[config.mk]
export PLATFORM = sky130hd
export DESIGN_NAME = alu_arbiter
export DESIGN_NICKNAME = d
export VERILOG_FILES = /design/src/rtl/alu_arbiter.sv
export SDC_FILE = /design/constraint.sdc
export NUM_CORES = 1
export LEC_CHECK = 0
export ABC_AREA = 1
export CORE_ASPECT_RATIO = 1.25
export CORE_MARGIN = 2
export CORE_UTILIZATION = 30
export CTS_CLUSTER_DIAMETER = 60
export CTS_CLUSTER_SIZE = 12
export DETAILED_ROUTE_END_ITERATION = 16
export HOLD_SLACK_MARGIN = 0.08
export PLACE_DENSITY = 0.64
export SLEW_MARGIN = 30
export SYNTH_ARGS = -nofsm -noshare
export SYNTH_HDL_FRONTEND = slang
export SYNTH_SLANG_ARGS = --single-unit
[constraint.sdc]
create_clock -name clk -period 3.8 [get_ports clk]
set_input_delay 0.76 -clock clk [delete_from_list [all_inputs] [get_ports clk]]
set_output_delay 0.76 -clock clk [all_outputs]
set_load 0.01 [all_outputs]
[src/rtl/alu_arbiter.sv]
// alu_arbiter: shares one fixed-latency pipelined alu among N_REQ requesters.
// A round-robin arbiter grants at most one request per cycle, registers the
// chosen operation towards the alu, and carries the requester id alongside
// the op through a tag pipeline so every result comes back tagged.
module alu_arbiter #(
  parameter  int WIDTH   = 8,
  parameter  int N_REQ   = 4,
  parameter  int ALU_LAT = 2,
  localparam int IDW     = $clog2(N_REQ)
) (
  input  logic                   clk,
  input  logic                   rst,
  input  logic [N_REQ-1:0]       req_valid,
  output logic [N_REQ-1:0]       req_ready,
  input  logic [2*N_REQ-1:0]     req_op,
  input  logic [WIDTH*N_REQ-1:0] req_a,
  input  logic [WIDTH*N_REQ-1:0] req_b,
  input  logic                   drain,
  output logic [1:0]             alu_op,
  output logic [WIDTH-1:0]       alu_a,
  output logic [WIDTH-1:0]       alu_b,
  output logic                   alu_in_valid,
  input  logic [WIDTH-1:0]       alu_out,
  input  logic                   alu_out_valid,
  output logic                   rsp_valid,
  output logic [IDW-1:0]         rsp_id,
  output logic [WIDTH-1:0]       rsp_data,
  output logic [IDW+1:0]         in_flight,
  output logic                   idle,
  output logic                   tag_err
);

  localparam logic [1:0] OP_NOP = 2'd0;

  // Round-robin pointer: the requester that has first claim next cycle.
  logic [IDW-1:0]   ptr;
  logic [IDW-1:0]   ptr_next;

  // Arbitration result for the current cycle.
  logic             grant_any;
  logic [IDW-1:0]   grant_id;
  logic [N_REQ-1:0] grant_vec;
  logic [1:0]       sel_op;
  logic [WIDTH-1:0] sel_a;
  logic [WIDTH-1:0] sel_b;

  // Id of the op currently presented to the alu.
  logic [IDW-1:0]   issue_id;

  // Tag pipeline, one entry per alu stage; the last entry pairs with alu_out.
  logic             tag_v  [ALU_LAT];
  logic [IDW-1:0]   tag_id [ALU_LAT];
  logic             head_v;
  logic [IDW-1:0]   head_id;

  // Pick the first valid requester at or after ptr, then mux its operands.
  always_comb begin
    int             idx;
    logic [IDW-1:0] cand;
    // NOTE: every variable written here gets a default first, so no path
    // leaves one unassigned and no latch is inferred.
    grant_any = 1'b0;
    grant_id  = '0;
    grant_vec = '0;
    ptr_next  = ptr;
    sel_op    = OP_NOP;
    sel_a     = '0;
    sel_b     = '0;
    idx       = 0;
    cand      = '0;
    for (int k = 0; k < N_REQ; k++) begin
      idx = int'(ptr) + k;
      if (idx >= N_REQ) idx = idx - N_REQ;
      cand = IDW'(idx);
      if (!grant_any && req_valid[cand]) begin
        grant_any = 1'b1;
        grant_id  = cand;
      end
    end
    // Drain and reset suppress the grant within the same cycle.
    if (drain || rst) grant_any = 1'b0;
    if (grant_any) begin
      grant_vec[grant_id] = 1'b1;
      ptr_next = (grant_id == IDW'(N_REQ - 1)) ? '0 : grant_id + 1'b1;
    end
    for (int i = 0; i < N_REQ; i++) begin
      if (grant_vec[i]) begin
        sel_op = req_op[2*i +: 2];
        sel_a  = req_a[WIDTH*i +: WIDTH];
        sel_b  = req_b[WIDTH*i +: WIDTH];
      end
    end
  end

  assign req_ready = grant_vec;

  // Register the granted op towards the alu and advance the pointer.
  always_ff @(posedge clk or posedge rst) begin
    // NOTE: sequential state uses non-blocking assignments so every flop
    // samples the pre-edge values, independent of statement order.
    if (rst) begin
      ptr          <= '0;
      alu_in_valid <= 1'b0;
      alu_op       <= OP_NOP;
      alu_a        <= '0;
      alu_b        <= '0;
      issue_id     <= '0;
    end else begin
      alu_in_valid <= grant_any;
      if (grant_any) begin
        alu_op   <= sel_op;
        alu_a    <= sel_a;
        alu_b    <= sel_b;
        issue_id <= grant_id;
        ptr      <= ptr_next;
      end
    end
  end

  // Shift {valid,id} alongside the alu so the head lines up with alu_out_valid.
  always_ff @(posedge clk or posedge rst) begin
    // NOTE: the tag pipeline is a handful of control flops and is reset so
    // ops in flight at reset are forgotten; a wide data array would not be.
    if (rst) begin
      for (int k = 0; k < ALU_LAT; k++) begin
        tag_v[k]  <= 1'b0;
        tag_id[k] <= '0;
      end
    end else begin
      tag_v[0]  <= alu_in_valid;
      tag_id[0] <= issue_id;
      for (int k = 1; k < ALU_LAT; k++) begin
        tag_v[k]  <= tag_v[k-1];
        tag_id[k] <= tag_id[k-1];
      end
    end
  end

  assign head_v  = tag_v[ALU_LAT-1];
  assign head_id = tag_id[ALU_LAT-1];

  // Register the tagged response; a disagreement between the tag head and
  // alu_out_valid means the alu and the arbiter lost sync, so flag it sticky.
  always_ff @(posedge clk or posedge rst) begin
    if (rst) begin
      rsp_valid <= 1'b0;
      rsp_id    <= '0;
      rsp_data  <= '0;
      tag_err   <= 1'b0;
    end else begin
      rsp_valid <= head_v && alu_out_valid;
      if (head_v && alu_out_valid) begin
        rsp_id   <= head_id;
        rsp_data <= alu_out;
      end
      if (head_v != alu_out_valid) tag_err <= 1'b1;
    end
  end

  // Count ops between handshake and presented response.
  always_ff @(posedge clk or posedge rst) begin
    if (rst) begin
      in_flight <= '0;
    end else begin
      case ({grant_any, rsp_valid})
        2'b10:   in_flight <= in_flight + 1'b1;
        2'b01:   in_flight <= in_flight - 1'b1;
        default: in_flight <= in_flight;
      endcase
    end
  end

  assign idle = (in_flight == '0) && !alu_in_valid;

endmodule

==> results of run 1 <==
## how the worst max path moves through the flow
stage,start,slack [ns],endpoint,depth (start not counted)
3_5_place_dp,req_valid[0],-0.03,req_ready[0],13
4_1_cts,req_valid[3],0.00009,req_ready[1],14
6_report,req_valid[0],0.17,req_ready[0],13
5_1_grt,req_valid[1],0.03,req_ready[0],14
2_1_floorplan,req_valid[3],0.66,req_ready[2],14
3_3_place_gp,req_valid[0],0.03,req_ready[0],13
## state kept, by name, summed over array words and instances, names as in the netlist
signal and cells:
rsp_id 2, ptr 2, alu_in_valid 1, alu_op 2
tag_v 1, head_v 1, tag_err 1, issue_id 2
alu_a 8, rsp_valid 1, rsp_data 8, in_flight 4
alu_b 8, head_id 2, tag_id 2
## per-layer routing
layer | up-vias | routed length, µm | track usage (%)
met5 | - | 0 | 0
met4 | 0 | 101 | 3.881
met3 | 6 | 373 | 1.975
met2 | 95 | 4419 | 30.00
met1 | 1345 | 3681 | 20.28
li1 | 1515 | - | -
## synth_stat cells, drive strengths merged
library cell	instances	area [µm²]
nand2	159	621.8
inv	68	260.2
dfrtp	45	1126
nor2	32	167.7
nand3	21	122.6
a21oi	17	85.08
nand4	12	75.07
mux2	11	123.9
buf	9	75.06
ha	8	100.1
o21ai	6	30.03
clkbuf	5	18.77
xnor2	4	35.03
nand3b	2	15.01
and2	1	8.760
nor3	1	5.000
nor3b	1	7.510
o2111ai	1	8.760
o21a	1	7.510
o31ai	1	7.510
or2	1	6.260
## stage by stage
stage          util (%)  total power, mW
2_1_floorplan         -            2.057
5_1_grt           47.91            3.726
6_report          47.91            3.426
3_5_place_dp      45.96            2.936
4_1_cts           47.78            3.450
3_3_place_gp      45.96            2.891
## cell type report
type / count / area (µm²) / area share, %
clock inverter: 3 / 50.05 / 1.099
inverter: 68 / 261.5 / 5.740
sequential: 45 / 1126 / 24.72
clock buffer: 5 / 125.1 / 2.746
tap: 126 / 157.7 / 3.461
multi-input combinational: 279 / 1434 / 31.47
timing repair buffer: 144 / 1401 / 30.76
## worst reg2reg max path, stage by stage, from the launching register on
cell	delay [ns]
sky130_fd_sc_hd__dfrtp_1	0.55
sky130_fd_sc_hd__inv_4	0.09
sky130_fd_sc_hd__nand2_1	0.07
sky130_fd_sc_hd__nand2_1	0.09
sky130_fd_sc_hd__nand2_2	0.12
sky130_fd_sc_hd__nand2_2	0.08
sky130_fd_sc_hd__nor2_4	0.12
sky130_fd_sc_hd__buf_4	0.13
sky130_fd_sc_hd__nand3_4	0.07
sky130_fd_sc_hd__nand2_4	0.24
sky130_fd_sc_hd__buf_4	0.24
sky130_fd_sc_hd__ha_1	0.24
sky130_fd_sc_hd__nand2_1	0.07
sky130_fd_sc_hd__inv_1	0.07
sky130_fd_sc_hd__nor2_1	0.06
sky130_fd_sc_hd__ha_1	0.17
sky130_fd_sc_hd__a21oi_1	0.16
sky130_fd_sc_hd__xnor2_1	0.14
sky130_fd_sc_hd__o21ai_0	0.09
## kinds of logic (layout without fill, tap and decap cells)
logic type / after synthesis / after routing
buffers and inverters: 82 / 220
XOR/XNOR: 4 / 4
AND/OR/NAND/NOR: 230 / 230
AO/OA/AOI/OAI: 26 / 26
adder cells (fa/ha/maj): 8 / 8
multiplexers: 11 / 11
flip-flops: 45 / 45
## power groups by stage
| stage | sequential [mW] | clock [mW] | combinational [mW] |
|---|---|---|---|
| after floorplan | 0.878 | 0 | 1.18 |
| after global placement | 0.821 | 0 | 2.07 |
| after detailed placement | 0.830 | 0 | 2.11 |
| after CTS | 0.823 | 0.517 | 2.11 |
| after global routing | 0.852 | 0.534 | 2.34 |
| final | 0.821 | 0.499 | 2.11 |
## cell usage in the layout (no fill, tap or decap), drive strengths merged
| cell | netlist | routed |
|---|---|---|
| dlygate4sd2 | 0 | 2 |
| nand4 | 12 | 12 |
| a21oi | 17 | 17 |
| nor3 | 1 | 1 |
| ha | 8 | 8 |
| o31ai | 1 | 1 |
| nor3b | 1 | 1 |
| clkinv | 0 | 2 |
| mux2 | 11 | 11 |
| o21a | 1 | 1 |
| xnor2 | 4 | 4 |
| buf | 9 | 17 |
| nor2 | 32 | 32 |
| inv | 68 | 68 |
| and2 | 1 | 1 |
| nand3 | 21 | 21 |
| bufinv | 0 | 1 |
| dlymetal6s2s | 0 | 2 |
| clkbuf | 5 | 5 |
| o2111ai | 1 | 1 |
| nand2 | 159 | 159 |
| o21ai | 6 | 6 |
| dfrtp | 45 | 45 |
| nand3b | 2 | 2 |
| clkdlybuf4s50 | 0 | 123 |
| or2 | 1 | 1 |
==> flow_metrics.py, run 1 <==
metrics = {
    "placement": {
        "dpl.cell_count": 662,
        "port_buffers": 127,
        "gp_routability_congestion": 0.8865,
        "pre_cts_slack_ns": -0.03179,
        "cell_area_reported_after_detailed_placement_um2": 4370,
        "dp_hpwl_mm": 6.601,
    },
    "critical_path": {
        "worst_stage_delay_on_the_critical_path_ns": 0.48,
        "endpoint_kind": "primary output",
        "crit-reg2reg-launch": "ptr[0]$_DFFE_PP0P_",
        "cpLargestDelayFamily": "buffers and inverters",
        "crit-reg2reg-capture": "in_flight[2]$_DFFE_PP0P_",
        "setup.reg_to_reg.worst_slack_ns": 0.89,
        "rr_worst_depth": 18,
        "path_cells": "clkdlybuf4s50_1, nand2_1, nand2_1, nand2_1, and2_4, nand3b_1, nand4_1, nand2_1, buf_4, ha_1, inv_1, nor2_8, dlygate4sd2_1",
        "path_max_fanout": 3,
        "crit_path_buffers_inverters": 4,
        "worst_ep_arrival_time_ns": 2.87,
        "required_ns": 3.04,
        "crit_path_top_delay_cell": "sky130_fd_sc_hd__clkdlybuf4s50_1",
        "cp_common_cell": "sky130_fd_sc_hd__nand2_1",
        "worst-setup-path-type": "in -> out",
        "critPathLaunchType": "primary input",
    },
    "floorplanning": {
        "die_height_um": 114.1,
        "start_util_pct": 30.58,
        "die_x_um": 92.06,
        "placeable_core_region_um2": 9509,
        "placementRows": 40,
        "die_area_um2": 10500,
        "boundaryPins": 128,
    },
    "clock_network": {
        "clk_transition_reported_paths_ns": 0.06,
        "cts_hold_buf": 0,
        "ctsRootBufferMaster": "sky130_fd_sc_hd__clkbuf_16",
        "cts_inserted_buffers": 5,
        "maximum_clock_insertion_buffer_count": 2,
        "worst_skew_pair.late_latency_ns": 0.28,
        "post_cts_resized": 2,
        "post_cts.repair.setup_buffers": 0,
        "htreeDepth": 2,
        "number_of_clock_sinks_seen_by_cts": 45,
        "cts_tree": "built",
    },
    "yosys": {
        "post_synth_and_or_nand_nor_area_fraction_pct": 35.41,
        "synth_adder_area_share_pct": 3.442,
        "synth.yosys.seq_area_share_pct": 38.73,
        "synth-seq-cells": 45,
        "count_of_mapped_cells_out_of_synthesis": 406,
        "post_synth_xor_area_fraction_pct": 1.205,
        "avgSynthCellArea_um2": 7.162,
        "yosysWarningCount": 0,
        "synth_compound_area_share_pct": 4.776,
        "synthesis.nets": 502,
        "post_synth_mux_area_share_pct": 4.260,
        "post_synth_instance_area_um2": 2908,
        "largest_family_of_logic_cells_by_synthesized_area": "simple AND/OR/NAND/NOR gates",
        "synthDistinctLibCells": 31,
    },
    "layout": {
        "postLayoutCellArea_um2": 4556,
        "fill_cells": 988,
        "layoutNonFillerInstCount": 670,
        "antenna-diode-count": 0,
        "share_of_post_route_cells_with_drive_strength_above_1_pct": 10.66,
        "areaGrowthSynthToFinish_pct": 56.67,
        "nNetsFinal": 639,
    },
    "worst_hold_path": {
        "whs_endpoint": "head_id[1]$_DFF_PP0_",
        "hold_start": "tag_id[3]$_DFF_PP0_",
        "timing.hold.worst.class": "reg -> reg",
        "worst_hold_path.num_cells": 0,
    },
    "sta": {
        "finalMaxSlewViolations": 0,
        "max_slew_margin_pct": 48.07,
        "worst_clock_skew_ns": 0.003511,
        "hold_viol_final": 0,
        "achievable-frequency_mhz": 275.1,
        "setup_viol": 0,
        "tightestPinTransition_ns": 0.7781,
        "worst_hold_slack_ns": 0.3487,
        "setup_tns_final_ns": 0,
        "finalCritPeriodShare_pct": 95.65,
        "setup_repair_after_global_routing_missed_its_margin": "no",
        "fin_ws_ns": 0.1655,
        "layout_min_cycle_time_ns": 3.635,
    },
    "drt": {
        "drt_iter0_drc": 87,
        "postRouteWirelength_mm": 8.576,
        "routed-via-count": 2961,
        "post_drt_wl_per_cell_um": 12.80,
        "drt-vias-per-instance": 4.419,
        "drc": 0,
        "drtAntennaViolNets": 0,
        "drt-pass1-iter-count": 4,
    },
    "power": {
        "p_per_area_nw_per_um2": 752.0,
        "power_switching_share_pct": 42.50,
        "ir_drop_mv": 0.2505,
        "power.combinational.fraction_pct": 61.5,
        "leakagePower_nw": 2.359,
        "power_report.internal_total_mw": 1.970,
        "share_clk_of_total_power_pct": 14.6,
        "netSwitchingPower_mw": 1.456,
        "sequentialPowerShare_pct": 24.0,
    },
    "global_routing": {
        "grt_first_pass_wirelength_mm": 13.82,
        "pin_count_of_the_biggest_net_entering_global_routing": 46,
        "global_route.usage.total_pct": 16.29,
        "first_global_vias": 2925,
        "globalRoute.totalOverflow": 0,
        "grt_antenna_before_repair": 0,
    },
    "outcome": {
        "status": "completed",
    },
    "job": {
        "cap_violations": 0,
    },
}
Note: power is estimated with default switching activity, not from simulation.
==> inputs of run 2 (changes only) <==
--- a/config.mk
+++ b/config.mk
@@ -5,15 +5,16 @@
 export SDC_FILE = /design/constraint.sdc
 export NUM_CORES = 1
 export LEC_CHECK = 0
-export ABC_AREA = 1
+export CELL_PAD_IN_SITES_DETAIL_PLACEMENT = 1
+export CELL_PAD_IN_SITES_GLOBAL_PLACEMENT = 1
 export CORE_ASPECT_RATIO = 1.25
 export CORE_MARGIN = 2
-export CORE_UTILIZATION = 30
+export CORE_UTILIZATION = 29
 export CTS_CLUSTER_DIAMETER = 60
 export CTS_CLUSTER_SIZE = 12
 export DETAILED_ROUTE_END_ITERATION = 16
 export HOLD_SLACK_MARGIN = 0.08
-export PLACE_DENSITY = 0.64
+export PLACE_DENSITY = 0.84
 export SLEW_MARGIN = 30
 export SYNTH_ARGS = -nofsm -noshare
 export SYNTH_HDL_FRONTEND = slang
==> flow_metrics.py, run 2 <==
metrics = {
    "placement": {
        "dpl.cell_count": 449,
        "cell_area_reported_after_detailed_placement_um2": 3830,
        "port_buffers": 127,
        "gp_routability_congestion": 0.8404,
        "pre_cts_slack_ns": 0.1618,
        "dp_hpwl_mm": 6.254,
    },
    "global_routing": {
        "pin_count_of_the_biggest_net_entering_global_routing": 46,
        "grt_antenna_before_repair": 0,
        "first_global_vias": 2650,
        "grt_first_pass_wirelength_mm": 12.59,
        "global_route.usage.total_pct": 17.64,
        "globalRoute.totalOverflow": 0,
    },
    "floorplanning": {
        "placeable_core_region_um2": 8194,
        "die_area_um2": 9159,
        "start_util_pct": 29.75,
        "boundaryPins": 128,
        "die_height_um": 106.5,
        "die_x_um": 86,
        "placementRows": 37,
    },
    "sta": {
        "achievable-frequency_mhz": 278.0,
        "worst_clock_skew_ns": 0.008512,
        "setup_repair_after_global_routing_missed_its_margin": "no",
        "fin_ws_ns": 0.2028,
        "finalCritPeriodShare_pct": 94.66,
        "setup_tns_final_ns": 0,
        "layout_min_cycle_time_ns": 3.597,
        "setup_viol": 0,
        "tightestPinTransition_ns": 0.7873,
        "hold_viol_final": 0,
        "finalMaxSlewViolations": 0,
        "max_slew_margin_pct": 47.45,
    },
    "layout": {
        "share_of_post_route_cells_with_drive_strength_above_1_pct": 12.50,
        "areaGrowthSynthToFinish_pct": 61.04,
        "fill_cells": 922,
        "antenna-diode-count": 0,
        "layout.cells.most_common": "sky130_fd_sc_hd__clkdlybuf4s50_1",
        "layoutNonFillerInstCount": 457,
        "layout_common_cells": "sky130_fd_sc_hd__clkdlybuf4s50_1, sky130_fd_sc_hd__dfrtp_1, sky130_fd_sc_hd__nand2_1",
        "largest_registers_in_the_final_layout": "alu_a x8, alu_b x8, rsp_data x8",
        "core_util_final_pct": 47.90,
        "nNetsFinal": 455,
        "postLayoutCellArea_um2": 3925,
    },
    "yosys": {
        "synth_common_cells": "sky130_fd_sc_hd__dfrtp_1, sky130_fd_sc_hd__nand2_1, sky130_fd_sc_hd__a221oi_1, sky130_fd_sc_hd__nor2b_1, sky130_fd_sc_hd__nand3_1",
        "count_of_mapped_cells_out_of_synthesis": 231,
        "synthDistinctLibCells": 35,
        "synthesis.nets": 327,
        "synth.yosys.seq_area_share_pct": 46.20,
        "synthFlopType": "sky130_fd_sc_hd__dfrtp_1",
        "synth-seq-cells": 45,
        "avgSynthCellArea_um2": 10.55,
        "synth_edf_count": 0,
        "yosysMostFrequentCell": "sky130_fd_sc_hd__dfrtp_1",
        "yosysWarningCount": 0,
        "synth-async-reset-ratio_pct": 100.0,
        "synthDominantAreaCellType": "sky130_fd_sc_hd__dfrtp_1",
        "post-synth-top-area-fraction_pct": 46.20,
        "post_synth_instance_area_um2": 2437,
        "synth.area.top_cells": "sky130_fd_sc_hd__dfrtp_1, sky130_fd_sc_hd__o311ai_2, sky130_fd_sc_hd__a221oi_1, sky130_fd_sc_hd__mux2_2, sky130_fd_sc_hd__nor2b_1",
    },
    "power": {
        "p_per_area_nw_per_um2": 521.6,
        "ir_drop_mv": 0.1618,
        "leakagePower_nw": 1.567,
    },
    "critical_path": {
        "crit-reg2reg-launch": "ptr[1]$_DFFE_PP0P_",
        "critPathLaunchType": "primary input",
        "endpoint_kind": "primary output",
        "required_ns": 3.04,
        "worst_ep_arrival_time_ns": 2.84,
        "setup.reg_to_reg.worst_slack_ns": 1.11,
        "rr_worst_depth": 12,
        "path_max_fanout": 4,
        "worst-setup-path-type": "in -> out",
        "crit-reg2reg-capture": "alu_b[4]$_DFFE_PP0P_",
    },
    "drt": {
        "drtAntennaViolNets": 0,
        "drt_iter0_drc": 70,
        "postRouteWirelength_mm": 7.916,
        "routed-via-count": 2352,
        "drt-vias-per-instance": 5.147,
        "post_drt_wl_per_cell_um": 17.32,
        "drc": 0,
        "drt-pass1-iter-count": 4,
    },
    "worst_hold_path": {
        "timing.hold.worst.class": "reg -> reg",
        "whs_endpoint": "head_id[0]$_DFF_PP0_",
        "hold_start": "tag_id[2]$_DFF_PP0_",
        "worst_hold_path.num_cells": 0,
    },
    "clock_network": {
        "cts_tree": "built",
        "worst_skew_pair.late_latency_ns": 0.30,
        "clk_transition_reported_paths_ns": 0.09,
        "post_cts_resized": 0,
        "post_cts.repair.setup_buffers": 0,
        "maximum_clock_insertion_buffer_count": 2,
        "number_of_clock_sinks_seen_by_cts": 45,
        "ctsRootBufferMaster": "sky130_fd_sc_hd__clkbuf_8",
        "cts_hold_buf": 0,
        "cts_inserted_buffers": 5,
        "htreeDepth": 2,
    },
    "job": {
        "cap_violations": 0,
    },
    "outcome": {
        "status": "completed",
    },
}
run 2: cell types whose count changed after synthesis, moves of 12 or more:
cell,previous run,this run
sky130_fd_sc_hd__a221oi_1,0,18
sky130_fd_sc_hd__inv_1,65,9
sky130_fd_sc_hd__nand2_1,151,22
sky130_fd_sc_hd__nand4_1,12,0
sky130_fd_sc_hd__nor2_1,28,11
sky130_fd_sc_hd__nor2b_1,0,18
run 2: cell families after synthesis:
logic type | Yosys count | share of synthesized area [%]
AO/OA/AOI/OAI | 53 | 19.40
XOR/XNOR | 5 | 1.797
adder cells (fa/ha/maj) | 8 | 4.107
buffers and inverters | 26 | 4.825
flip-flops | 45 | 46.20
multiplexers | 12 | 5.544
AND/OR/NAND/NOR | 82 | 18.12
run 2: worst max path at each step:
stage	from	to	cells after the start
6_report	req_valid[0]	req_ready[1]	9
4_1_cts	req_valid[0]	req_ready[1]	9
3_5_place_dp	req_valid[0]	req_ready[1]	9
3_3_place_gp	req_valid[1]	req_ready[2]	9
2_1_floorplan	req_valid[0]	req_ready[2]	7
5_1_grt	req_valid[0]	req_ready[1]	9
run 2: through the flow:
stage	total power, mW	hold WS [ns]
2_1_floorplan	1.234	0.3312
3_3_place_gp	1.714	0.3332
3_5_place_dp	1.769	0.3478
4_1_cts	2.082	0.3577
5_1_grt	2.192	0.3619
6_report	2.047	0.3640
run 2: cell type report:
type	instances	area (µm²)	area share, %
clock inverters	3	25.02	0.6376
well taps	97	121.4	3.092
repair buffers	137	1346	34.30
inverters	10	43.79	1.116
clock buffers	5	68.82	1.753
multi-input cells	160	1194	30.41
flip-flops and latches	45	1126	28.69
run 2: layer usage:
layer  vias to the layer above  global-route usage (%)  share of wire, %
met4                         0                   5.102               1.7
met1                      1154                   18.54                37
li1                       1096                       -                 -
met5                         -                       0                 0
met3                        12                   3.571               6.0
met2                        90                   34.39                56
run 2: power breakdown:
| group | total (mW) | switching (mW) | internal, mW |
|---|---|---|---|
| Clock | 0.308 | 0.175 | 0.133 |
| Sequential | 0.750 | 0.112 | 0.638 |
| Combinational | 0.989 | 0.437 | 0.552 |
| Total | 2.05 | 0.725 | 1.32 |
run 2: worst max-delay path: stages:
cell and delay (ns):
sky130_fd_sc_hd__clkdlybuf4s50_1 0.54, sky130_fd_sc_hd__a21oi_1 0.11, sky130_fd_sc_hd__nor3b_1 0.22, sky130_fd_sc_hd__nor3_1 0.09, sky130_fd_sc_hd__buf_4 0.15, sky130_fd_sc_hd__inv_1 0.09, sky130_fd_sc_hd__ha_1 0.16, sky130_fd_sc_hd__and2_1 0.13
sky130_fd_sc_hd__clkdlybuf4s50_1 0.57
==> inputs of run 3 (changes only) <==
--- a/config.mk
+++ b/config.mk
@@ -7,7 +7,7 @@
 export LEC_CHECK = 0
 export CELL_PAD_IN_SITES_DETAIL_PLACEMENT = 1
 export CELL_PAD_IN_SITES_GLOBAL_PLACEMENT = 1
-export CORE_ASPECT_RATIO = 1.25
+export CORE_ASPECT_RATIO = 1.2
 export CORE_MARGIN = 2
 export CORE_UTILIZATION = 29
 export CTS_CLUSTER_DIAMETER = 60
==> flow_metrics.py, run 3 (synthesized netlist as in run 2, its figures left out) <==
metrics = {
    "layout": {
        "largest_registers_in_the_final_layout": "alu_a x8, alu_b x8, rsp_data x8",
        "nNetsFinal": 455,
        "share_of_post_route_cells_with_drive_strength_above_1_pct": 12.78,
        "layout_common_cells": "sky130_fd_sc_hd__clkdlybuf4s50_1, sky130_fd_sc_hd__dfrtp_1, sky130_fd_sc_hd__nand2_1",
        "areaGrowthSynthToFinish_pct": 63.19,
        "layoutNonFillerInstCount": 474,
        "antenna-diode-count": 0,
        "layout.cells.most_common": "sky130_fd_sc_hd__clkdlybuf4s50_1",
    },
    "power": {
        "p_per_area_nw_per_um2": 533.2,
        "totalPowerFinal_mw": 2.121,
        "leakagePower_nw": 1.581,
        "ir_drop_mv": 0.2089,
    },
    "critical_path": {
        "cp_common_cell": "sky130_fd_sc_hd__clkdlybuf4s50_1",
        "path_cells": "clkdlybuf4s50_1, nand2b_1, a21oi_1, a211oi_2, buf_4, ha_1, and2_1, clkdlybuf4s50_1",
        "cpLargestDelayFamily": "buffers and inverters",
        "required_ns": 3.04,
        "crit_path_top_delay_cell": "sky130_fd_sc_hd__clkdlybuf4s50_1",
        "worst-setup-path-type": "in -> out",
        "critPathLaunchType": "primary input",
        "worst_stage_delay_on_the_critical_path_ns": 0.57,
        "path_max_fanout": 5,
        "crit_path_buffers_inverters": 3,
        "endpoint_kind": "primary output",
        "worst_ep_arrival_time_ns": 2.82,
    },
    "sta": {
        "setup_repair_after_global_routing_missed_its_margin": "no",
        "worst_hold_slack_ns": 0.3681,
        "layout_min_cycle_time_ns": 3.584,
        "max_slew_margin_pct": 44.91,
        "setup_viol": 0,
        "tightestPinTransition_ns": 0.8264,
        "finalCritPeriodShare_pct": 94.31,
        "finalMaxSlewViolations": 0,
        "setup_tns_final_ns": 0,
        "worst_clock_skew_ns": 0.003201,
        "achievable-frequency_mhz": 279.0,
        "hold_viol_final": 0,
    },
    "drt": {
        "drtAntennaViolNets": 0,
        "postRouteWirelength_mm": 7.943,
        "routed-via-count": 2293,
        "highest_layer": "met4",
        "drt_iter0_drc": 60,
        "route.met3.wl_um": 495,
        "detailroute.wirelength.met2_mm": 4.317,
        "post_drt_wl_per_cell_um": 16.76,
        "drc": 0,
        "routedLengthMet1_mm": 3.070,
        "drt-pass1-iter-count": 4,
        "drt-vias-per-instance": 4.838,
    },
    "clock_network": {
        "maximum_clock_insertion_buffer_count": 2,
        "number_of_clock_sinks_seen_by_cts": 45,
        "cts_inserted_buffers": 5,
        "cts_tree": "built",
        "cts_hold_buf": 0,
        "clk_transition_reported_paths_ns": 0.09,
        "htreeDepth": 2,
        "ctsRootBufferMaster": "sky130_fd_sc_hd__clkbuf_8",
        "worst_skew_pair.late_latency_ns": 0.29,
    },
    "placement": {
        "dp_hpwl_mm": 5.998,
        "gp_routability_congestion": 0.7394,
        "port_buffers": 127,
        "dpl.cell_count": 466,
    },
    "global_routing": {
        "pin_count_of_the_biggest_net_entering_global_routing": 46,
        "globalRoute.totalOverflow": 0,
        "grt_antenna_before_repair": 0,
        "grt_first_pass_wirelength_mm": 12.78,
        "global_route.usage.total_pct": 17.70,
        "first_global_vias": 2552,
    },
    "outcome": {
        "status": "completed",
    },
    "floorplanning": {
        "placeable_core_region_um2": 8153,
        "boundaryPins": 128,
        "die_area_um2": 9157,
        "die_height_um": 104.4,
        "die_x_um": 87.69,
        "start_util_pct": 29.90,
        "placementRows": 36,
    },
    "job": {
        "cap_violations": 0,
    },
    "worst_hold_path": {
        "timing.hold.worst.class": "reg -> reg",
    },
}
[run 3: final timing paths]
path | startpoint | slack, ns | cells after the start | to
setup reg to reg | ptr[1]$_DFFE_PP0P_ | 1.09 | 12 | alu_a[1]$_DFFE_PP0P_
hold reg to reg | tag_id[2]$_DFF_PP0_ | 0.37 | 0 | head_id[0]$_DFF_PP0_
setup / recovery | req_valid[1] | 0.22 | 8 | req_ready[1]
max in group asynchronous | rst | 2.28 | 2 | rsp_data[5]$_DFFE_PP0P_
hold / removal | tag_id[2]$_DFF_PP0_ | 0.37 | 0 | head_id[0]$_DFF_PP0_
min in group asynchronous | rst | 1.02 | 2 | alu_a[0]$_DFFE_PP0P_
[run 3: what timing repair did]
action                     4_1_cts  5_1_grt
gates resized for setup          0        1
hold endpoints to repair         0        0
setup buffers                    0        0
setup endpoints to repair        0        4
[run 3: final cells by class]
class | count | area, µm²
Clock buffer | 6 | 82.58
Timing Repair Buffer | 137 | 1346
Sequential cell | 45 | 1126
Multi-Input combinational cell | 160 | 1199
Inverter | 10 | 43.79
Clock inverter | 2 | 37.54
Tap cell | 114 | 142.6
Fill cell | 907 | 4175
[run 3: where the power goes]
group	internal (mW)	switching (mW)	total [mW]
sequential	0.638	0.113	0.751
clock	0.214	0.168	0.382
combinational	0.553	0.435	0.988
[run 3: stage by stage]
| step | cell area, µm² | worst slack (ns) | util, % |
|---|---|---|---|
| 4_1_cts | 3971 | 0.06268 | 48.71 |
| 5_1_grt | 3978 | 0.07266 | 48.79 |
| 3_3_place_gp | 3851 | 0.1420 | 47.24 |
| 6_report | 3978 | 0.2163 | 48.79 |
| 3_5_place_dp | 3851 | 0.06553 | 47.24 |
| 2_1_floorplan | 2437 | 0.8879 | - |
[run 3: layer usage]
layer	vias to the layer above	track usage [%]
met4	0	3.187
met5	-	0
met3	4	3.968
met2	93	33.44
met1	1101	19.88
li1	1095	-
